===== config.mk =====
export PLATFORM = sky130hd
export DESIGN_NAME = stream_patchifier
export DESIGN_NICKNAME = d
export VERILOG_FILES = /design/src/rtl/stream_patchifier.sv
export SDC_FILE = /design/constraint.sdc
export NUM_CORES = 1
export LEC_CHECK = 0
export CORE_ASPECT_RATIO = 0.7
export CORE_UTILIZATION = 65
export DETAILED_ROUTE_END_ITERATION = 6
export GPL_ROUTABILITY_DRIVEN = 0
export MAX_ROUTING_LAYER = met4
export PLACE_DENSITY = 0.91
export SYNTH_ARGS = -nofsm -noshare
export SYNTH_HDL_FRONTEND = slang
export SYNTH_SLANG_ARGS = --single-unit

===== constraint.sdc =====
create_clock -name clk -period 9.68 [get_ports clk]
set_input_delay 1.936 -clock clk [delete_from_list [all_inputs] [get_ports clk]]
set_output_delay 1.936 -clock clk [all_outputs]
set_load 0.005 [all_outputs]

===== src/rtl/stream_patchifier.sv =====
// Purpose: buffers PATCH_SIZE raster rows of an image, then replays them patch by patch, each patch in row-major order.
// Latency: the first output of a strip is valid the cycle after that strip's last pixel is accepted.
// Backpressure: input and output phases never overlap; out_* hold steady while out_valid && !out_ready.
module stream_patchifier #(
    parameter  int CHANNEL_SIZE = 8,
    parameter  int NUM_CHANNELS = 3,
    parameter  int IMG_WIDTH    = 8,
    parameter  int IMG_HEIGHT   = 8,
    parameter  int PATCH_SIZE   = 2,
    localparam int PIXEL_WIDTH  = CHANNEL_SIZE * NUM_CHANNELS,
    localparam int PIR          = IMG_WIDTH / PATCH_SIZE,
    localparam int NUM_STRIPS   = IMG_HEIGHT / PATCH_SIZE,
    localparam int NP           = PIR * NUM_STRIPS,
    localparam int PV           = PATCH_SIZE * PATCH_SIZE,
    localparam int PATCH_IDX_W  = (NP > 1) ? $clog2(NP) : 1,
    localparam int POS_IDX_W    = (PV > 1) ? $clog2(PV) : 1
) (
    input  logic                   clk,
    input  logic                   reset,
    input  logic                   start,
    input  logic                   in_valid,
    output logic                   in_ready,
    input  logic [PIXEL_WIDTH-1:0] in_pixel,
    output logic                   out_valid,
    input  logic                   out_ready,
    output logic [PIXEL_WIDTH-1:0] out_pixel,
    output logic [PATCH_IDX_W-1:0] out_patch_idx,
    output logic [POS_IDX_W-1:0]   out_pos_idx,
    output logic                   out_patch_last,
    output logic                   out_image_last,
    output logic                   busy,
    output logic                   done,
    output logic [1:0]             state
);

    localparam int COL_W = (IMG_WIDTH > 1) ? $clog2(IMG_WIDTH) : 1;
    localparam int ROW_W = (PATCH_SIZE > 1) ? $clog2(PATCH_SIZE) : 1;

    typedef enum logic [1:0] {
        S_IDLE  = 2'b00,
        S_FILL  = 2'b01,
        S_DRAIN = 2'b10
    } state_t;

    state_t                 cur_state;

    // Single-bank strip store: PATCH_SIZE rows of a full image row each.
    logic [PIXEL_WIDTH-1:0] strip_buf [PATCH_SIZE][IMG_WIDTH];

    // Fill-side write pointer.
    logic [ROW_W-1:0]       wr_row;
    logic [COL_W-1:0]       wr_col;

    // Drain-side read pointer: row/col inside the patch plus the patch's left column.
    logic [ROW_W-1:0]       rd_row;
    logic [ROW_W-1:0]       rd_c;
    logic [COL_W-1:0]       col_base;
    logic [COL_W-1:0]       rd_col;

    // Patch index doubles as strip*PIR + patch column, so no separate strip counter is needed.
    logic [PATCH_IDX_W-1:0] patch_idx;
    logic [POS_IDX_W-1:0]   pos_idx;
    logic                   done_q;

    logic                   in_fire;
    logic                   out_fire;
    logic                   wr_col_last;
    logic                   wr_row_last;
    logic                   rd_c_last;
    logic                   rd_row_last;
    logic                   patch_end;
    logic                   last_in_row;
    logic                   is_final_patch;

    assign in_ready       = (cur_state == S_FILL);
    assign out_valid      = (cur_state == S_DRAIN);
    assign in_fire        = in_valid & in_ready;
    assign out_fire       = out_valid & out_ready;

    assign wr_col_last    = (wr_col == COL_W'(IMG_WIDTH - 1));
    assign wr_row_last    = (wr_row == ROW_W'(PATCH_SIZE - 1));
    assign rd_c_last      = (rd_c == ROW_W'(PATCH_SIZE - 1));
    assign rd_row_last    = (rd_row == ROW_W'(PATCH_SIZE - 1));
    assign patch_end      = rd_c_last & rd_row_last;
    assign last_in_row    = (col_base == COL_W'(IMG_WIDTH - PATCH_SIZE));
    assign is_final_patch = (patch_idx == PATCH_IDX_W'(NP - 1));

    // The read pointer only moves on an output handshake, so the read data is stable across stalls.
    assign rd_col         = col_base + COL_W'(rd_c);
    assign out_pixel      = strip_buf[rd_row][rd_col];
    assign out_patch_idx  = patch_idx;
    assign out_pos_idx    = pos_idx;
    assign out_patch_last = out_valid & patch_end;
    assign out_image_last = out_valid & patch_end & is_final_patch;
    assign busy           = (cur_state != S_IDLE);
    assign done           = done_q;
    assign state          = cur_state;

    // Capture accepted raster pixels into the strip buffer (contents are never cleared).
    always_ff @(posedge clk) begin
        if (in_fire) begin
            strip_buf[wr_row][wr_col] <= in_pixel;
        end
    end

    // Sequencing: IDLE -> FILL one strip -> DRAIN its patches -> next strip or back to IDLE.
    always_ff @(posedge clk) begin
        if (reset) begin
            cur_state <= S_IDLE;
            wr_row    <= '0;
            wr_col    <= '0;
            rd_row    <= '0;
            rd_c      <= '0;
            col_base  <= '0;
            patch_idx <= '0;
            pos_idx   <= '0;
            done_q    <= 1'b0;
        end else begin
            done_q <= 1'b0;
            case (cur_state)
                S_IDLE: begin
                    if (start) begin
                        cur_state <= S_FILL;
                        wr_row    <= '0;
                        wr_col    <= '0;
                        rd_row    <= '0;
                        rd_c      <= '0;
                        col_base  <= '0;
                        patch_idx <= '0;
                        pos_idx   <= '0;
                    end
                end

                S_FILL: begin
                    if (in_fire) begin
                        if (wr_col_last) begin
                            wr_col <= '0;
                            if (wr_row_last) begin
                                wr_row    <= '0;
                                cur_state <= S_DRAIN;
                            end else begin
                                wr_row <= wr_row + 1'b1;
                            end
                        end else begin
                            wr_col <= wr_col + 1'b1;
                        end
                    end
                end

                S_DRAIN: begin
                    if (out_fire) begin
                        if (!rd_c_last) begin
                            rd_c    <= rd_c + 1'b1;
                            pos_idx <= pos_idx + 1'b1;
                        end else begin
                            rd_c <= '0;
                            if (!rd_row_last) begin
                                rd_row  <= rd_row + 1'b1;
                                pos_idx <= pos_idx + 1'b1;
                            end else begin
                                // Patch complete: step to the next patch, strip, or finish the image.
                                rd_row  <= '0;
                                pos_idx <= '0;
                                if (is_final_patch) begin
                                    patch_idx <= '0;
                                    col_base  <= '0;
                                    cur_state <= S_IDLE;
                                    done_q    <= 1'b1;
                                end else begin
                                    patch_idx <= patch_idx + 1'b1;
                                    if (last_in_row) begin
                                        col_base  <= '0;
                                        cur_state <= S_FILL;
                                    end else begin
                                        col_base <= col_base + COL_W'(PATCH_SIZE);
                                    end
                                end
                            end
                        end
                    end
                end

                default: begin
                    cur_state <= S_IDLE;
                end
            endcase
        end
    end

endmodule


==> results.md, run 1 <==
* Post-route cell area at ~18,000 um^2
* Placed instance area at about 17,000 um^2
* Routed via count at 8,535
* Worst EP arrival at approximately 4.2 ns
* Area leader, netlist: edfxtp_1
* CP max stage delay at 1.00 ns
* Number of DRC markers in iteration 0 at 1,000
* Worst vdd ir at approximately 0.14 mV
* Die ar. at 24,800 um^2
* WP depth at 6
* Vias per cell at approximately 7
* Antenna-violating nets left at 0
* Total CTS buffers at 37
* Die Span X at ~190 um
* Max Slew Vio Count at 0
* Max Cap Violations at 0
* Nets at approximately 940
* Average wire per standard cell at 27.9 um
* Worst setup EP type: primary output
* Final Hold Fails at 0
* Cell at the slowest stage of the critical path: dfxtp_4
* Syn nets at between 800 and 900
* Pleak at ~5.4 nW
* Sink Count at approximately 400
* Largest net degree at the start of global routing at between 60 and 70
* CP top delay family: buffers and inverters
* Htree depth at 2
* Setup violators final at 0
* Critical-path cell list: buf_4 > mux2i_1 > a221oi_1 > o21ai_0 > a21oi_1 > clkdlybuf4s50_1
* Reg2Reg Depth at 5
* Layout cells sized above 1 at 15.6%
* Avg Synthesized Cell Area at around 19 um^2
* Synth area leaders: edfxtp_1, mux4_2, mux2i_1, dfxtp_1, a221oi_1
* I/O Buffers at 66
* GR Overflow Total at 0
* HP Class: flop to flop
* Vias in the first global route at between 8,000 and 9,000
* Seq/Total Area, Yosys at approximately 76%
* Worst hold margin at between 0.5 and 0.6 ns
* Tot GR Track Use at between 20% and 30%
* Worst path required time at 7.74 ns
* Crit path buffers/inverters at 2
* Critical Setup Path Class: flop to primary output
* Final setup TNS at 0 ns
* Initial antenna violation count at 1
* Detailed placement HPWL at 18,200 um
* First-pass DRT Iterations at 7
* Distinct cell type count after synthesis at 46
* Hold buffer count at CTS at 0
* CTS Buffer Depth at 3
* First-pass GRT wire length at between 50,000 and 60,000 um
* CTS tree: done
* Top-area cell type share of the netlist area at between 70% and 80%
* Final Cycle Share at approximately 64%
* Layout area overhead at 14.1%
* Core Area at around 24,000 um^2
* Setup slack, reg-to-reg at roughly 6.3 ns
* Die height at around 130 um
* Status: completed
* Reg-to-Reg End: strip_buf[0][115]$_DFFE_PP_
* Max Freq at approximately 160 MHz
* I/O pin total at 67
* Post-Syn Instances at a little over 800
* Warnings from Yosys at 0
* # DRC at 0
* Reg-to-Reg Start: state[0]$_SDFFE_PP0P_
* Crit path launch type: flop
* Clock Latency Late Sink at between 0.5 and 0.6 ns
* Fillers at about 1,300
* Setup Fix Bufs, Post-CTS at 0
* DRT Wirelength at about 35,000 um
* PD cells at around 190 nW/um^2
* Crit Path Max Fanout at 64
* Clock Skew at ~0.014 ns
* Final min period at roughly 6 ns
* Critical Path End: out_pixel[3]
* Tot Pwr at roughly 3.4 mW
* FP Rows at between 40 and 50
* Slew HR at between 3 and 4%
* Synth Register Bits at roughly 400
* Initial Utilization at about 66%
* Mapped Area at between 15,000 and 20,000 um^2
* Transition time of the tightest slew-check pin at approximately 1.4 ns
* Worst-path clk slew at 0.06 ns
* Unrepaired setup endpoints after global routing: no
* PostCTS Resize Cnt at 0
* Clock root buffer: clkbuf_16
==> layer usage <==
| metal | part of all wire [%] | vias up | GRT usage (%) | routed length, um |
|---|---|---|---|---|
| li1 | - | 3574 | - | - |
| met1 | 38 | 4343 | 38.8 | 13400 |
| met2 | 50 | 535 | 46.7 | 17400 |
| met3 | 9.0 | 83 | 5.51 | 3130 |
| met4 | 2.9 | 0 | 11.9 | 1020 |
| met5 | 0 | - | - | 0 |
==> how the worst min path moves through the flow <==
stage                                        startpoint                             to  cells after the start
after floorplan                col_base[2]$_SDFFE_PP0P_       col_base[2]$_SDFFE_PP0P_                      2
after global placement    out_patch_idx[1]$_SDFFE_PP0P_  out_patch_idx[1]$_SDFFE_PP0P_                      2
after detailed placement  out_patch_idx[1]$_SDFFE_PP0P_  out_patch_idx[1]$_SDFFE_PP0P_                      2
after CTS                 out_patch_idx[1]$_SDFFE_PP0P_  out_patch_idx[1]$_SDFFE_PP0P_                      2
after global routing      out_patch_idx[1]$_SDFFE_PP0P_  out_patch_idx[1]$_SDFFE_PP0P_                      2
final                     out_patch_idx[1]$_SDFFE_PP0P_  out_patch_idx[1]$_SDFFE_PP0P_                      2
==> worst min-delay path: cells and delay by family, from the launching register on <==
kind | cells | cell delay, ns
flip-flops | 1 | 0.36
AO/OA/AOI/OAI | 1 | 0.05
AND/OR/NAND/NOR | 1 | 0.07
==> layout make-up <==
type	instances	area (um^2)	area share (%)
clock buffers	46	1000	5.60
diodes	1	2.50	0.0140
clock inverters	19	115	0.643
multi-input cells	374	3620	20.2
inverters	3	11.3	0.0629
well taps	318	398	2.22
flip-flops and latches	402	11900	66.5
repair buffers	91	848	4.74
==> report_power, final <==
| group | switching (mW) | internal, mW |
|---|---|---|
| combinational | 0.0673 | 0.0485 |
| sequential | 0.00703 | 1.91 |
| clock | 0.612 | 0.762 |
==> cells in the final DEF (no fill, tap or decap), types with 2 or more instances in the layout <==
cell type	n
clkdlybuf4s50_1	66
nand4_1	2
edfxtp_1	384
mux4_2	48
o21ai_0	28
inv_1	3
clkinv_2	6
nor3b_1	15
dfxtp_1	16
clkbuf_16	39
nand4b_1	2
a221o_1	13
a211oi_1	2
nand2b_1	6
a21oi_1	22
nor2_2	12
nor4_1	2
nand2_1	19
nor3_2	4
nand3_1	7
mux2i_1	100
clkinv_1	10
inv_6	2
nor3_1	3
clkbuf_1	7
nor2_1	13
a221oi_1	35
a22oi_1	12
nand3b_1	2
buf_4	25
ha_1	5
==> registers in the layout, indices dropped and copies added, names as in the netlist, named ones only <==
name           cells
wr_row             1
rd_row             1
wr_col             3
strip_buf        384
rd_c               1
col_base           2
state              2
out_patch_idx      4
out_pos_idx        2
done               1
==> per-stage QoR <==
stage / cells / util (%) / setup WS (ns)
final: 1254 / 75.7 / 3.51
after global routing: 1254 / 75.7 / 3.23
after CTS: 1253 / 75.7 / 3.47
after detailed placement: 1188 / 71.0 / 4.08
after global placement: 1188 / 71.0 / 4.24
after floorplan: 824 / - / 5.09
==> Yosys cell counts, drive strengths merged <==
cell type / count
edfxtp: 384
mux2i: 100
mux4: 48
a221oi: 35
o21ai: 28
nor2: 25
clkbuf: 24
a21oi: 22
buf: 21
nand2: 19
dfxtp: 18
nor3b: 15
a221o: 13
a22oi: 12
nand3: 7
nor3: 7
nand2b: 6
ha: 5
inv: 3
a211oi: 2
nand3b: 2
nand4: 2
nand4b: 2
nor2b: 2
nor4: 2
or2: 2
xnor2: 2
xor2: 2
a211o: 1
a21o: 1
a311oi: 1
a31oi: 1
a41oi: 1
and2: 1
and3: 1
and3b: 1
conb: 1
mux2: 1
nor4b: 1
or3b: 1
or4: 1
or4b: 1
==> logic make-up after synthesis <==
| family | synth area share [%] |
|---|---|
| xor+xnor | 0.223 |
| mux | 13.3 |
| buf+inv | 1.55 |
| flops | 75.8 |
| fa+ha+maj | 0.399 |
| compound gates | 5.30 |
| other cells | 0.0239 |
| simple gates | 3.36 |
Note: power is estimated with default switching activity, not from simulation.
==> run 2, diff against run 1 <==
- CORE_UTILIZATION: 65 -> 60
- PLACE_DENSITY: 0.91 -> 0.85
- clock period: 9.68 -> 6.21 ns (I/O delays scaled with it)
==> run 2 against run 1 <==
Effect of this change:
- power is 57% higher
- sequential share of layout area is 0.26 points lower
- first-iteration DRC count is 1.9% lower
- clock skew is 0.0024 ns higher
- register-to-register slack worse by 3.1 ns
- combinational power is 55% higher
- wire length is 3.4% lower
- the run now ends with max-capacitance violations left
- global-route usage is 3.0 points lower
- highest routed layer unchanged
- core utilization is 5.8 points lower
- non-clock buffer count is 3 higher
- clock-buffer cell count is 3 lower
- sequential power is 56% higher
==> results.md, run 2 (same netlist as run 1, synthesis figures left out) <==
* Sink Count at 402 (unchanged)
* GR Overflow Total at 0 (unchanged)
* FP Rows at 49 (+4.3%)
* P_int at 4.32 mW (+59%)
* Final setup TNS at 0 ns (unchanged)
* CP top delay family: simple AND/OR/NAND/NOR gates
* Nets at 945 (+0.21%)
* Vias in the first global route at 8,226 (-5.6%)
* First-pass DRT Iterations at 5 (-2)
* Most frequent cells in the layout: edfxtp_1, mux2i_1, clkdlybuf4s50_1
* Failing checks: max-capacitance violations
* Core Area at 25,700 um^2 (+8.7%)
* CTS Buffer Depth at 3 (unchanged)
* Largest net degree at the start of global routing at 64 (-1.5%)
* Largest reg by FF count: strip_buf
* Final Hold Fails at 0 (unchanged)
* Max Cap Violations at 1 (+1)
* Worst setup EP type: primary output
* Layout area overhead at 14.5%
* Clk pwr share at 40.8% (+0.5 points)
* CTS tree: done
* Average wire per standard cell at 26.7 um (-4.3%)
* Combinational share of power at 3.4% (about the same)
* Critical-path cell list: ha_1 > buf_4 > nor2_1 > a221o_1 > a21oi_1 > clkdlybuf4s50_1
* Transition time of the tightest slew-check pin at 1.48 ns (+0.0384 ns)
* Vias per cell at 6.65 (-2.3%)
* Pleak at 5.48 nW (+0.60%)
* Worst hold start: out_patch_idx[1]$_SDFFE_PP0P_
* Critical Setup Path Class: flop to primary output
* Max reg flops at 384 (unchanged)
* Max Freq at around 200 MHz
* # DRC at 0 (unchanged)
* CP max stage delay at 1.15 ns (+0.15 ns)
* Clock Skew at 0.0162 ns (+0.00242 ns)
* Total CTS buffers at 36 (-2.7%)
* Die Span X at 195 um (+4.0%)
* Area taken by multi-input logic gates at 3620 um^2 (unchanged)
* Sequential fraction of design power at 55.9% (-0.4 points)
* Detailed placement HPWL at 18,900 um (+4.1%)
* I/O Buffers at 66 (unchanged)
* Hold buffer count at CTS at 0 (unchanged)
* Crit path launch type: flop
* Setup Fix Bufs, Post-CTS at 0 (unchanged)
* Initial antenna violation count at 1 (unchanged)
* PostCTS Resize Cnt at 0 (unchanged)
* Tot Pwr at 5.35 mW (+57%)
* Layout cells sized above 1 at 16.2% (+0.57 points)
* Status: finished with violations
* Routed via count at 8,413 (-1.4%)
* Die height at 137 um (+4.0%)
* Crit Path Max Fanout at 35 (-45%)
* Number of DRC markers in iteration 0 at 981 (-1.9%)
* Worst-path clk slew at 0.06 ns (about the same)
* Reg-to-Reg Start: state[0]$_SDFFE_PP0P_
* Setup violators final at 0 (unchanged)
* Worst EP arrival at 3.75 ns (-0.49 ns)
* Final min period at roughly 5.0 ns
* Clock Latency Late Sink at 0.51 ns (-0.02 ns)
* Worst path required time at 4.97 ns (-2.77 ns)
* DRT Wirelength at 33,800 um (-3.4%)
* Commonest non-fill, non-tap cell in the layout: edfxtp_1
* I/O pin total at 67 (unchanged)
* PD cells at 298 nW/um^2 (+56%)
* Reg area at 11,900 um^2 (unchanged)
* Tot GR Track Use at 26.6% (-3.0 points)
* Unrepaired setup endpoints after global routing: no
* Htree depth at 2 (unchanged)
* Fillers at 1,506 (+20%)
* Final Cycle Share at 80.5%
* HP Class: flop to flop
* Max Slew Vio Count at 0 (unchanged)
* Die ar. at 26,800 um^2 (+8.2%)
* Initial Utilization at 61.1% (-5.3 points)
* Switching Share at 19.4% (-0.77 points)
* Worst vdd ir at 0.239 mV (+76%)
* CP Launch Point: col_base[1]$_SDFFE_PP0P_
* Net switching power at 1.04 mW (+51%)
* Clock root buffer: clkbuf_16
* Antenna-violating nets left at 0 (unchanged)
* Crit path buffers/inverters at 2 (unchanged)
* First-pass GRT wire length at 50,200 um (-2.5%)
* Slew HR at 1.24% (-2.4 points)
* Cell at the slowest stage of the critical path: nor2_1
==> run 2: tightest hold or removal path, stage by stage, from the launching register on <==
cell     delay [ns]
dfxtp_1        0.35
nand2_1        0.07
a21oi_1        0.05
==> run 2: layout make-up <==
class / instances / share of cell area (%)
multi-input cells: 374 / 20.2
inverters: 3 / 0.0627
clock buffers: 43 / 5.33
clock inverters: 17 / 0.996
repair buffers: 94 / 4.92
diodes: 1 / 0.0139
flip-flops and latches: 402 / 66.2
well taps: 331 / 2.31
==> run 2: through the flow <==
stage | util [%] | worst slack (ns) | cell area (um^2) | std cells | hold slack (ns)
after floorplan | - | 2.31 | 15700 | 824 | 0.484
after global placement | 65.5 | 1.99 | 16800 | 1204 | 0.498
after CTS | 69.9 | 1.28 | 18000 | 1264 | 0.514
final | 69.9 | 1.21 | 18000 | 1265 | 0.515
after global routing | 69.9 | 1.13 | 18000 | 1265 | 0.555
after detailed placement | 65.5 | 1.89 | 16800 | 1204 | 0.501
==> run 2: path summary, 6_finish.rpt <==
path / depth (start not counted) / slack, ns / to
setup / recovery: 6 / 1.21 / out_pixel[0]
hold / removal: 2 / 0.52 / out_patch_idx[1]$_SDFFE_PP0P_
setup reg to reg: 4 / 3.19 / strip_buf[1][179]$_DFFE_PP_
hold reg to reg: 2 / 0.52 / out_patch_idx[1]$_SDFFE_PP0P_
==> run 2: per-layer routing <==
layer | vias up | share of wire, % | track usage, %
li1 | 3574 | - | -
met1 | 4317 | 41 | 37.3
met2 | 472 | 47 | 41.0
met3 | 50 | 10 | 5.39
met4 | 0 | 1.6 | 6.08
met5 | - | 0 | -
==> run 2: power by group through the flow <==
| stage | combinational [mW] | sequential [mW] | clock [mW] |
|---|---|---|---|
| after floorplan | 0.0727 | 3.04 | 0 |
| after global placement | 0.170 | 3.05 | 0 |
| after detailed placement | 0.177 | 3.05 | 0 |
| after CTS | 0.179 | 2.99 | 2.21 |
| after global routing | 0.193 | 2.99 | 2.29 |
| final | 0.180 | 2.99 | 2.18 |
